<file path="src/rtl/branch_tag_freelist.sv">
// branch_tag_freelist: circular free list handing unique branch checkpoint tags to a dispatch group
module branch_tag_freelist #(
  parameter int NUM_TAGS       = 8,
  parameter int TAG_LOG        = 3,
  parameter int DISPATCH_WIDTH = 4,
  parameter int COUNT_W        = 3
) (
  input  logic                              clk,
  input  logic                              reset,
  input  logic                              flush_i,
  input  logic                              instBufferReady_i,
  input  logic                              stall_i,
  input  logic [COUNT_W-1:0]                branchCount_i,
  input  logic [DISPATCH_WIDTH-1:0]         branchVector_i,
  input  logic                              releaseValid_i,
  input  logic [TAG_LOG-1:0]                releaseTag_i,
  output logic [DISPATCH_WIDTH*TAG_LOG-1:0] tags_o,
  output logic [DISPATCH_WIDTH-1:0]         tagValid_o,
  output logic                              stallBranch_o,
  output logic [TAG_LOG:0]                  freeCount_o,
  output logic                              overflow_o
);
  localparam int FW = TAG_LOG + 1;
  localparam int CW = TAG_LOG + COUNT_W;
  logic [TAG_LOG-1:0] entries_q [NUM_TAGS];
  logic [TAG_LOG-1:0] entries_d [NUM_TAGS];
  logic [TAG_LOG-1:0] head_q, head_d, tail_q, tail_d, r;
  logic [FW-1:0]      free_cnt_q, free_cnt_d, alloc;
  logic               overflow_q, overflow_d, fire, room, rel_ok;
  // Stall/fire decision, per-slot tag selection by branch rank, and next-state of the free list
  always_comb begin
    stallBranch_o = ~reset & instBufferReady_i & (CW'(branchCount_i) > CW'(free_cnt_q));
    fire = ~reset & instBufferReady_i & ~stall_i & ~stallBranch_o;
    alloc = fire ? FW'(branchCount_i) : '0;
    room = (free_cnt_q - alloc) != FW'(NUM_TAGS);
    rel_ok = releaseValid_i & room;
    tags_o = '0;
    tagValid_o = '0;
    r = '0;
    for (int k = 0; k < DISPATCH_WIDTH; k++) begin
      tags_o[k*TAG_LOG +: TAG_LOG] = (fire & branchVector_i[k]) ? entries_q[head_q + r] : '0;
      tagValid_o[k] = fire & branchVector_i[k];
      r = r + TAG_LOG'(branchVector_i[k]);
    end
    entries_d = entries_q;
    if (rel_ok) entries_d[tail_q] = releaseTag_i;
    head_d = head_q + (fire ? TAG_LOG'(branchCount_i) : '0);
    tail_d = tail_q + TAG_LOG'(rel_ok);
    free_cnt_d = free_cnt_q - alloc + FW'(rel_ok);
    overflow_d = releaseValid_i & ~room;
    if (flush_i) begin
      for (int i = 0; i < NUM_TAGS; i++) entries_d[i] = TAG_LOG'(i);
      head_d = '0;
      tail_d = '0;
      free_cnt_d = FW'(NUM_TAGS);
      overflow_d = 1'b0;
    end
  end
  // State registers; reset restores the identity free list with every tag free
  always_ff @(posedge clk or posedge reset) begin
    if (reset) begin
      for (int i = 0; i < NUM_TAGS; i++) entries_q[i] <= TAG_LOG'(i);
      head_q <= '0;
      tail_q <= '0;
      free_cnt_q <= FW'(NUM_TAGS);
      overflow_q <= 1'b0;
    end else begin
      entries_q <= entries_d;
      head_q <= head_d;
      tail_q <= tail_d;
      free_cnt_q <= free_cnt_d;
      overflow_q <= overflow_d;
    end
  end
  assign freeCount_o = free_cnt_q;
  assign overflow_o = overflow_q;
endmodule

</file>
<file path="config.mk">
export PLATFORM = sky130hd
export DESIGN_NAME = branch_tag_freelist
export DESIGN_NICKNAME = d
export VERILOG_FILES = /design/src/rtl/branch_tag_freelist.sv
export SDC_FILE = /design/constraint.sdc
export NUM_CORES = 1
export LEC_CHECK = 0
export BUFFER_PORTS_ARGS = -buffer_cell sky130_fd_sc_hd__buf_2
export CELL_PAD_IN_SITES_DETAIL_PLACEMENT = 2
export CELL_PAD_IN_SITES_GLOBAL_PLACEMENT = 2
export CORE_MARGIN = 2
export CORE_UTILIZATION = 41
export CTS_CLUSTER_SIZE = 30
export DETAILED_ROUTE_END_ITERATION = 7
export PLACE_DENSITY = 0.86
export SLEW_MARGIN = 10
export SYNTH_ARGS = -nofsm -noshare
export SYNTH_HDL_FRONTEND = slang
export SYNTH_SLANG_ARGS = --single-unit
</file>
<file path="constraint.sdc">
create_clock -name clk -period 5.8 [get_ports clk]
set_input_delay 1.16 -clock clk [delete_from_list [all_inputs] [get_ports clk]]
set_output_delay 1.16 -clock clk [all_outputs]
set_load 0.02 [all_outputs]
</file>
==> results.txt, run 1 <==
* Share of post-route cells with drive strength above 1: 31.4%
- CP Launch Type: primary input
- Most used flip-flop cell after synthesis: dfrtp_1
- The internal power of the cells totals between 0.6 and 0.7 mW.
* Part of the total power dissipated in sequential elements: about a third
- Synth top cells by count: 37 x mux2i_1, 31 x nor2_1, 24 x mux4_2, 22 x dfrtp_1
- In this run the worst path has a maximum fanout of 6.
* Share of synthesized flip-flops with an asynchronous set or reset: 100%
- In this run the standard cell core region covers 0.00672 sq mm.
- Sequential cells were found to cover 31.8% of the synthesized design area.
* Kind of capture point of the worst setup path: output port
- Worst vdd rail ir drop: approximately 0.00012 V
* Pwr/cell area: slightly below 300 mW/mm^2
- The run finished with clean final reports.
- Detailed Route Iter0 Violations: 83
* Worst slew slack as a fraction of its limit: around 53%
- The analysis attributes to net switching a power of 0.321 mW.
* Final Hold Viols: 0
* Unrepaired setup endpoints after global routing: false
- Number of inserted diodes: 0
- Post-synth design cell area: 0.00281 sq mm
- Cell types with the largest area share after synthesis: dfrtp_1 20%, mux4_2 19%, mux2i_1 13%
- The clock arrives with approximately 0.0085 ns of skew.
- For hold timing, the worst endpoint is entries_q[13].
- Endpoint of the lowest-slack register-to-register path: tail_q[1]
- The first global-routing pass estimated roughly 13000 um of wire.
* Largest area contributor in the netlist: dfrtp_1
- Summed over all layers, the global routing overflow is 0.
* Antenna violations before repair: 0
- Total Power Consumption: 0.926 mW
* Critical path class: primary input to output port
- The die is ~87 um tall.
* Root buffer cell: clkbuf_8
- Tightest Pin Transition: about 0.7 ns
- The routed design could run at a clock period as short as between 4 and 5 ns.
* Switching share of power: between 30% and 40%
* Length of the first detailed-routing pass in iterations: 4
- Number of global-route vias before repair: between 2000 and 2500
- The floorplan step set the die width to slightly below 90 um.
- Final Setup Violations: 0
- STA puts the critical path data required time at around 4.6 ns.
- Yosys instantiated no cell more often than mux2i_1.
- Data arrives at the worst endpoint at approximately 3.7 ns.
- After detailed routing, the number of remaining DRC violations is 0.
- The number of hold buffers added after CTS was 0.
- Fin worst setup slack: about 0.96 ns
- Nets in the synthesized netlist: 283
* Pin count of the biggest net entering global routing: 43
* Post-synth EDFFs: 0
* Max-capacitance violation count: 0
- Util after Layout: between 40% and 50%
- Source-to-sink clock delay at the later pin of the worst-skew pair: 0.30 ns
* Detail Placement HPWL: between 6000 and 7000 um
* Final net count: ~310
- Static timing analysis puts the maximum clock frequency at between 200 and 250 MHz.
- The path class of the tightest hold or removal check is flop to flop.
- The clock network is responsible for 29.2% of the overall power.
- Setup slack after placement: just over 0.9 ns
- Power share of the combinational group: 36.9%
- The routed layout has ~2100 vias.
- Vias per cell: 5.84
* Worst reg2reg path depth: 15
- Count of buffers inserted at the top-level ports: 37
* Distinct cells, synth: 33
* Clock input transition at the sequential cells of the worst setup and hold paths: around 0.08 ns
- Worst Hold Depth: 2
* Starting density of the core: 41.8%
* Setup TNS after final layout: 0 ns
* Avg Synthesized Cell Area: between 10 and 15 sq um
* Reg-to-reg setup timing slack: just over 2 ns
- Across every metal layer, demand over resource in global routing totals about 24%.
* Post-cts sizing count: 0
* Number of buffers created by CTS: 5
- The Yosys step of the flow raised 0 warnings.
- The critical path starts at branchVector_i[0].
- GP Congestion: around 0.84
- Synthesis produced a netlist whose cell count is around 250.
* Standard-cell row count: 30
- Total count of max-transition violations in the final report: 0
- Share of Yosys cell area claimed by the top area cell type: between 10% and 20%
* Maximum root-to-sink buffer count: 2
- Final cycle utilization of the critical path: 83.5%
* Area growth, synth to finish: 13.2%
* Source of the worst hold timing path: entries_q[13]
* Number of nets with antenna violations after routing: 0
* Total length of routed wires: slightly above 8000 um
- In this run the critical register-to-register path is launched from freeCount_o[1].
- I/O pin count: 38
* Clock sink count: 35
- TritonCTS built the clock tree.
- Dividing the detail-routed wire length by the instance count gives roughly 23 um.
- Lkg Pwr: roughly 1.5 nW
* H-tree levels: 2
- Die Area: 0.00753 sq mm
* Count of state elements after synthesis: 35
- Post-CTS setup buffer count: 0
worst max path at each step:
stage                       endpoint  slack (ns)  cells after the start
after floorplan           tags_o[10]        1.24                      8
after global placement     tags_o[9]        1.04                      9
after detailed placement  tags_o[10]        0.93                      9
after CTS                 tags_o[10]        0.93                      9
after global routing      tags_o[10]        0.85                      9
final                     tags_o[10]        0.96                      9
layer usage:
layer / GRT usage, % / up-vias / share of wire, %
met4: 8.10 / 0 / 1.7
met3: 2.95 / 10 / 2.7
met2: 42.7 / 51 / 52
met5: 0 / - / 0
met1: 30.8 / 1102 / 43
li1: - / 940 / -
stage by stage:
stage,area (sq um),std cells,hold WS (ns)
after detailed placement,3040,352,0.557
after global routing,3180,360,0.615
after floorplan,2810,248,0.503
after global placement,3040,352,0.525
after CTS,3180,360,0.571
final,3180,360,0.564
placed cells by master, fill, tap and decap left out, types with 2 or more instances in the layout:
master,Yosys,final
ha_1,14,14
nand2b_1,17,17
nand4_1,3,3
xor2_1,4,4
nor2b_1,9,9
buf_2,1,37
nor2_1,31,31
mux4_2,24,24
bufinv_16,0,2
xnor2_1,4,4
clkbuf_8,0,5
nor3b_1,3,3
and3_1,3,3
dfrtp_1,22,22
fa_1,5,5
nand2_1,5,5
nor3_1,2,2
nand3_1,7,7
mux2i_1,37,37
inv_1,17,17
dfstp_2,13,13
buf_4,0,2
a21oi_1,2,2
layout make-up:
type / instances / area (sq um)
fill: 692 / 3540
multi-input combinational: 181 / 1790
sequential: 35 / 892
timing repair buffer: 39 / 200
tap: 80 / 100
clock buffer: 5 / 68.8
clock inverter: 3 / 67.6
inverter: 17 / 63.8
critical path, cell delays in order:
cell and delay, ns:
buf_2 0.12, ha_1 0.30, inv_1 0.06, fa_1 0.39, fa_1 0.73, mux4_2 0.56, mux2i_1 0.15, nor2_1 0.06
buf_2 0.16
cell families (layout without fill, tap and decap cells):
group | Yosys count | in the layout | synth area share (%)
AO/OA/AOI/OAI | 6 | 6 | 1.52
XOR/XNOR | 9 | 9 | 3.07
adder cells (fa/ha/maj) | 19 | 19 | 9.80
buffers and inverters | 32 | 64 | 4.59
flip-flops | 35 | 35 | 31.8
multiplexers | 61 | 61 | 32.4
AND/OR/NAND/NOR | 86 | 86 | 16.8
registers in the layout, summed over array words and instances (netlist names):
register and count:
entries_q 24, head_q 3, tail_q 3, overflow_o 1
freeCount_o 4
power groups by stage:
stage	logic [mW]	registers, mW	clock network, mW
6_report	0.342	0.314	0.270
5_1_grt	0.377	0.319	0.283
4_1_cts	0.348	0.314	0.274
3_5_place_dp	0.340	0.318	0
3_3_place_gp	0.316	0.313	0
2_1_floorplan	0.249	0.313	0
No activity file was read; power rests on OpenSTA's default activity.
==> run 2: changes to the inputs <==
Settings changed: ABC_AREA set to 1, CORE_UTILIZATION 41 to 33, PLACE_DENSITY 0.86 to 0.82.
Clock period 5.8 ns to 4.5 ns, I/O delays scaled along.
==> results.txt, run 2 <==
- The run finished with clean final reports.
* Source-to-sink clock delay at the later pin of the worst-skew pair: 0.30 ns (about the same)
- The total number of vias is 3176 (+51%).
* Share of synthesized area occupied by flip-flops and latches: 28.9% (-2.8 points)
- CP Launch Type: primary input
* Share of synthesized flip-flops with an asynchronous set or reset: 100% (unchanged)
- Maximum root-to-sink buffer count: 2 (unchanged)
* Final cycle utilization of the critical path: around 96%
* Antenna violations before repair: 0 (unchanged)
- TritonCTS built the clock tree.
* Most frequent cell after synthesis: nand2_1
- Worst slew slack as a fraction of its limit: 30.3% (-23 points)
- The maximum fanout along the worst path came to 12 (+6).
- Remaining DRCs: 0 (unchanged)
- Total routing resource utilization after global routing: 23.3% (-0.90 points)
* First-pass GRT wire length: 18500 um (+38%)
- Source of the critical timing path: branchVector_i[0]
- The register with the most flip-flops in the final layout is entries_q.
- The cell sitting at the root of the clock tree is a clkbuf_8.
* Simple-gate share of the synthesized area: 29.3% (+13 points)
* Distinct cells, synth: 28 (-15%)
- Share of post-route cells with drive strength above 1: 17.4% (-14 points)
- The library cells used most frequently in the layout, excluding fill and tap cells, are 101 x nand2_1, 58 x inv_1, 51 x o21ai_0, 42 x a21oi_1.
- Share of Yosys cell area claimed by the top area cell type: 17.9% (-1.8 points)
- Avg Synthesized Cell Area: 6.81 sq um (-40%)
- The number of flops mapped to enable cells by yosys is 0 (unchanged).
* Filler cell count: 1134 (+64%)
- Number of global-route vias before repair: 3539 (+50%)
- Count of state elements after synthesis: 35 (unchanged)
- Fin cells: 593 (+65%)
- Crit path to: tags_o[10]
- Hold crit path type: flop to flop
* Pwr/cell area: 332 mW/mm^2 (+14%)
* Count of hold-fix buffers inserted at cts: 0 (unchanged)
- DR WL/cell: 18.4 um (-20%)
* Detailed Route Iter0 Violations: 108 (+30%)
* Kind of capture point of the worst setup path: output port
* Clock input transition at the sequential cells of the worst setup and hold paths: 0.07 ns (about the same)
- The worst-case reg-to-reg path depth was 22 (+7).
- The die extent in x was 101 um (+16%).
- Sequential Area: 892 sq um (unchanged)
- Layer with the highest usage after global routing: met2
* Top cell family by delay on the critical path: adder cells
* Largest area contributor in the netlist: dfrtp_1
- Main combinational cell family by area after synthesis: simple AND/OR/NAND/NOR gates
- The CTS buffer count is 5 (unchanged).
- Pin count of the biggest net entering global routing: 37 (-14%)
- The worst setup path is of the primary input to output port kind.
* Reg-to-reg setup timing slack: 0.74 ns (-1.32 ns)
* Nets in the synthesized netlist: 488 (+72%)
- Unrepaired setup endpoints after global routing: false
* Final Hold Viols: 0 (unchanged)
- Count of buffers inserted at the top-level ports: 37 (unchanged)
* Tightest Pin Transition: 1.05 ns (+0.344 ns)
- Adder and majority gate portion of the synthesized area: 8.93% (-0.88 points)
- Post-CTS setup buffer count: 0 (unchanged)
- The final non-filler cell area is 0.00344 sq mm (+8.3%).
- The multi-input logic area was 0.00185 sq mm (+3.8%).
* Stages on worst setup path: 10 (+1)
* Fin worst setup slack: 0.200 ns (-0.755 ns)
* Die Area: 0.0101 sq mm (+35%)
- The floorplan die height came to 101 um (+16%).
* Final Setup Violations: 0 (unchanged)
- Setup slack after placement: 0.168 ns (-0.766 ns)
* Post-cts sizing count: 0 (unchanged)
- GR Layer Usage met3: 2.43% (-0.53 points)
* Worst reg2reg startpoint: freeCount_o[1]
- Critical-path cell with the highest stage delay: fa_1
- Standard-cell row count: 35 (+17%)
* Congestion Overflow GR: 0 (unchanged)
- The remaining antenna violation count after routing was 0 (unchanged).
- Cell count after synthesis: 453 (+83%)
- Leading cell type in the layout, fill and taps excluded: nand2_1
* Worst vdd rail ir drop: 0.000205 V (+70%)
* Total count of max-transition violations in the final report: 0 (unchanged)
* Post-Route Skew: 0.00636 ns (-0.00215 ns)
- Worst Path Buf+Inv: 3 (unchanged)
- Max FFs per register: 24 (unchanged)
* Met2 Use GR: 41.6% (-1.1 points)
- The detail-routed via count per cell was 5.36 (-8.3%).
- Walking the worst path, the cells encountered are buf_2, ha_1, inv_1, fa_1, fa_1, a21oi_1, o21ai_0, a21boi_0, nor3_1, buf_2.
- Length of the first detailed-routing pass in iterations: 4 (unchanged)
* Lkg Pwr: 1.79 nW (+16%)
- Most used flip-flop cell after synthesis: dfrtp_1
- Util after Layout: 37.6% (-9.7 points)
* Synth top cells by count: 101 x nand2_1, 58 x inv_1, 51 x o21ai_0, 42 x a21oi_1, 37 x nand3_1
- The largest stage delay on the critical path is 0.78 ns (+0.05 ns).
* Detail Placement HPWL: 8640 um (+37%)
* Starting density of the core: 33.7% (-8.1 points)
- Max-capacitance violation count: 0 (unchanged)
- GR met1 Demand/Resource: 29.5% (-1.3 points)
- Placed inst area: 0.00334 sq mm (+9.9%)
- The layout net count was 516 (+64%).
- The H-tree level count came to 2 (unchanged).
- The total wirelength of the detailed-routed design is 10900 um (+32%).
- Period minus WS final: about 4.3 ns
- Mux contribution to synthesized area: 0% (-32 points)
* Clock sink count: 35 (unchanged)
- Placed cell count: 585 (+66%)
- The area fraction in compound gates after synthesis was 20.5% (+19 points).
* Cell types with the largest area share after synthesis: dfrtp_1 18%, nand2_1 12%, dfstp_2 11%
* Area growth, synth to finish: 11.7%
- Synthesized-area fraction occupied by xor and xnor cells: 1.42% (-1.7 points)
- Maximum frequency from static timing analysis: roughly 230 MHz
* Number of inserted diodes: 0 (unchanged)
- The number of warnings reported in the yosys synthesis log was 0 (unchanged).
- The final sum of negative setup slack came to 0 ns (unchanged).
- I/O pin count: 38 (unchanged)
* Endpoint required time on the critical path: 3.60 ns (-1.04 ns)
- The endpoint identified for the worst register-to-register timing path is tail_q[2].
- Post-synth design cell area: 0.00308 sq mm (+9.8%)
- Core area: 0.00915 sq mm (+36%)
* Source of the worst hold timing path: entries_q[4]
- Data arrival time of the critical path: 3.40 ns (-0.28 ns)
- The placer's final routability congestion estimate came to 0.822 (-1.7%).
run 2: worst reg2reg max path: stages (launching register included):
cell	delay [ns]
dfrtp_1	0.39
inv_1	0.09
ha_1	0.29
inv_1	0.07
o21bai_1	0.07
nand2_1	0.08
nand2_1	0.06
nand2_1	0.19
inv_1	0.09
nor4_1	0.42
ha_1	0.30
fa_1	0.20
inv_1	0.05
nand2_1	0.05
nand2_1	0.11
nor2_2	0.16
nand3_4	0.19
nand2_1	0.16
inv_2	0.07
ha_1	0.18
ha_1	0.20
xnor2_1	0.18
nor2_1	0.07
run 2: cell type report:
cell class | count | share of cell area, %
sequential | 35 | 25.9
inverter | 67 | 7.30
multi-input combinational | 332 | 53.8
tap | 111 | 4.03
clock buffer | 8 | 2.91
timing repair buffer | 40 | 6.03
run 2: worst min-delay path by stage:
stage / to / cells after the start
floorplan: entries_q[4] / 2
global placement: entries_q[15] / 2
detailed placement: entries_q[11] / 2
CTS: entries_q[4] / 2
global route: entries_q[5] / 2
finish: entries_q[4] / 2
run 2: kinds of logic after synthesis:
logic type	count (synthesis)
xor+xnor	5
fa+ha+maj	19
simple gates	193
buf+inv	86
flops	35
compound gates	115
run 2: per-layer routing:
layer	part of all wire (%)	wire length, um
met1	45	4960
met4	2.0	218
met2	51	5540
met3	1.8	198
met5	0	0
run 2: stage by stage:
stage	hold slack, ns	total power, mW
after floorplan	0.465	0.746
after global placement	0.489	0.859
after detailed placement	0.496	0.893
after CTS	0.510	1.16
after global routing	0.535	1.24
final	0.508	1.14
run 2: power breakdown:
| part | internal, mW | switching (mW) |
|---|---|---|
| Sequential | 0.363 | 0.0518 |
| Clock | 0.140 | 0.117 |
| Combinational | 0.149 | 0.322 |
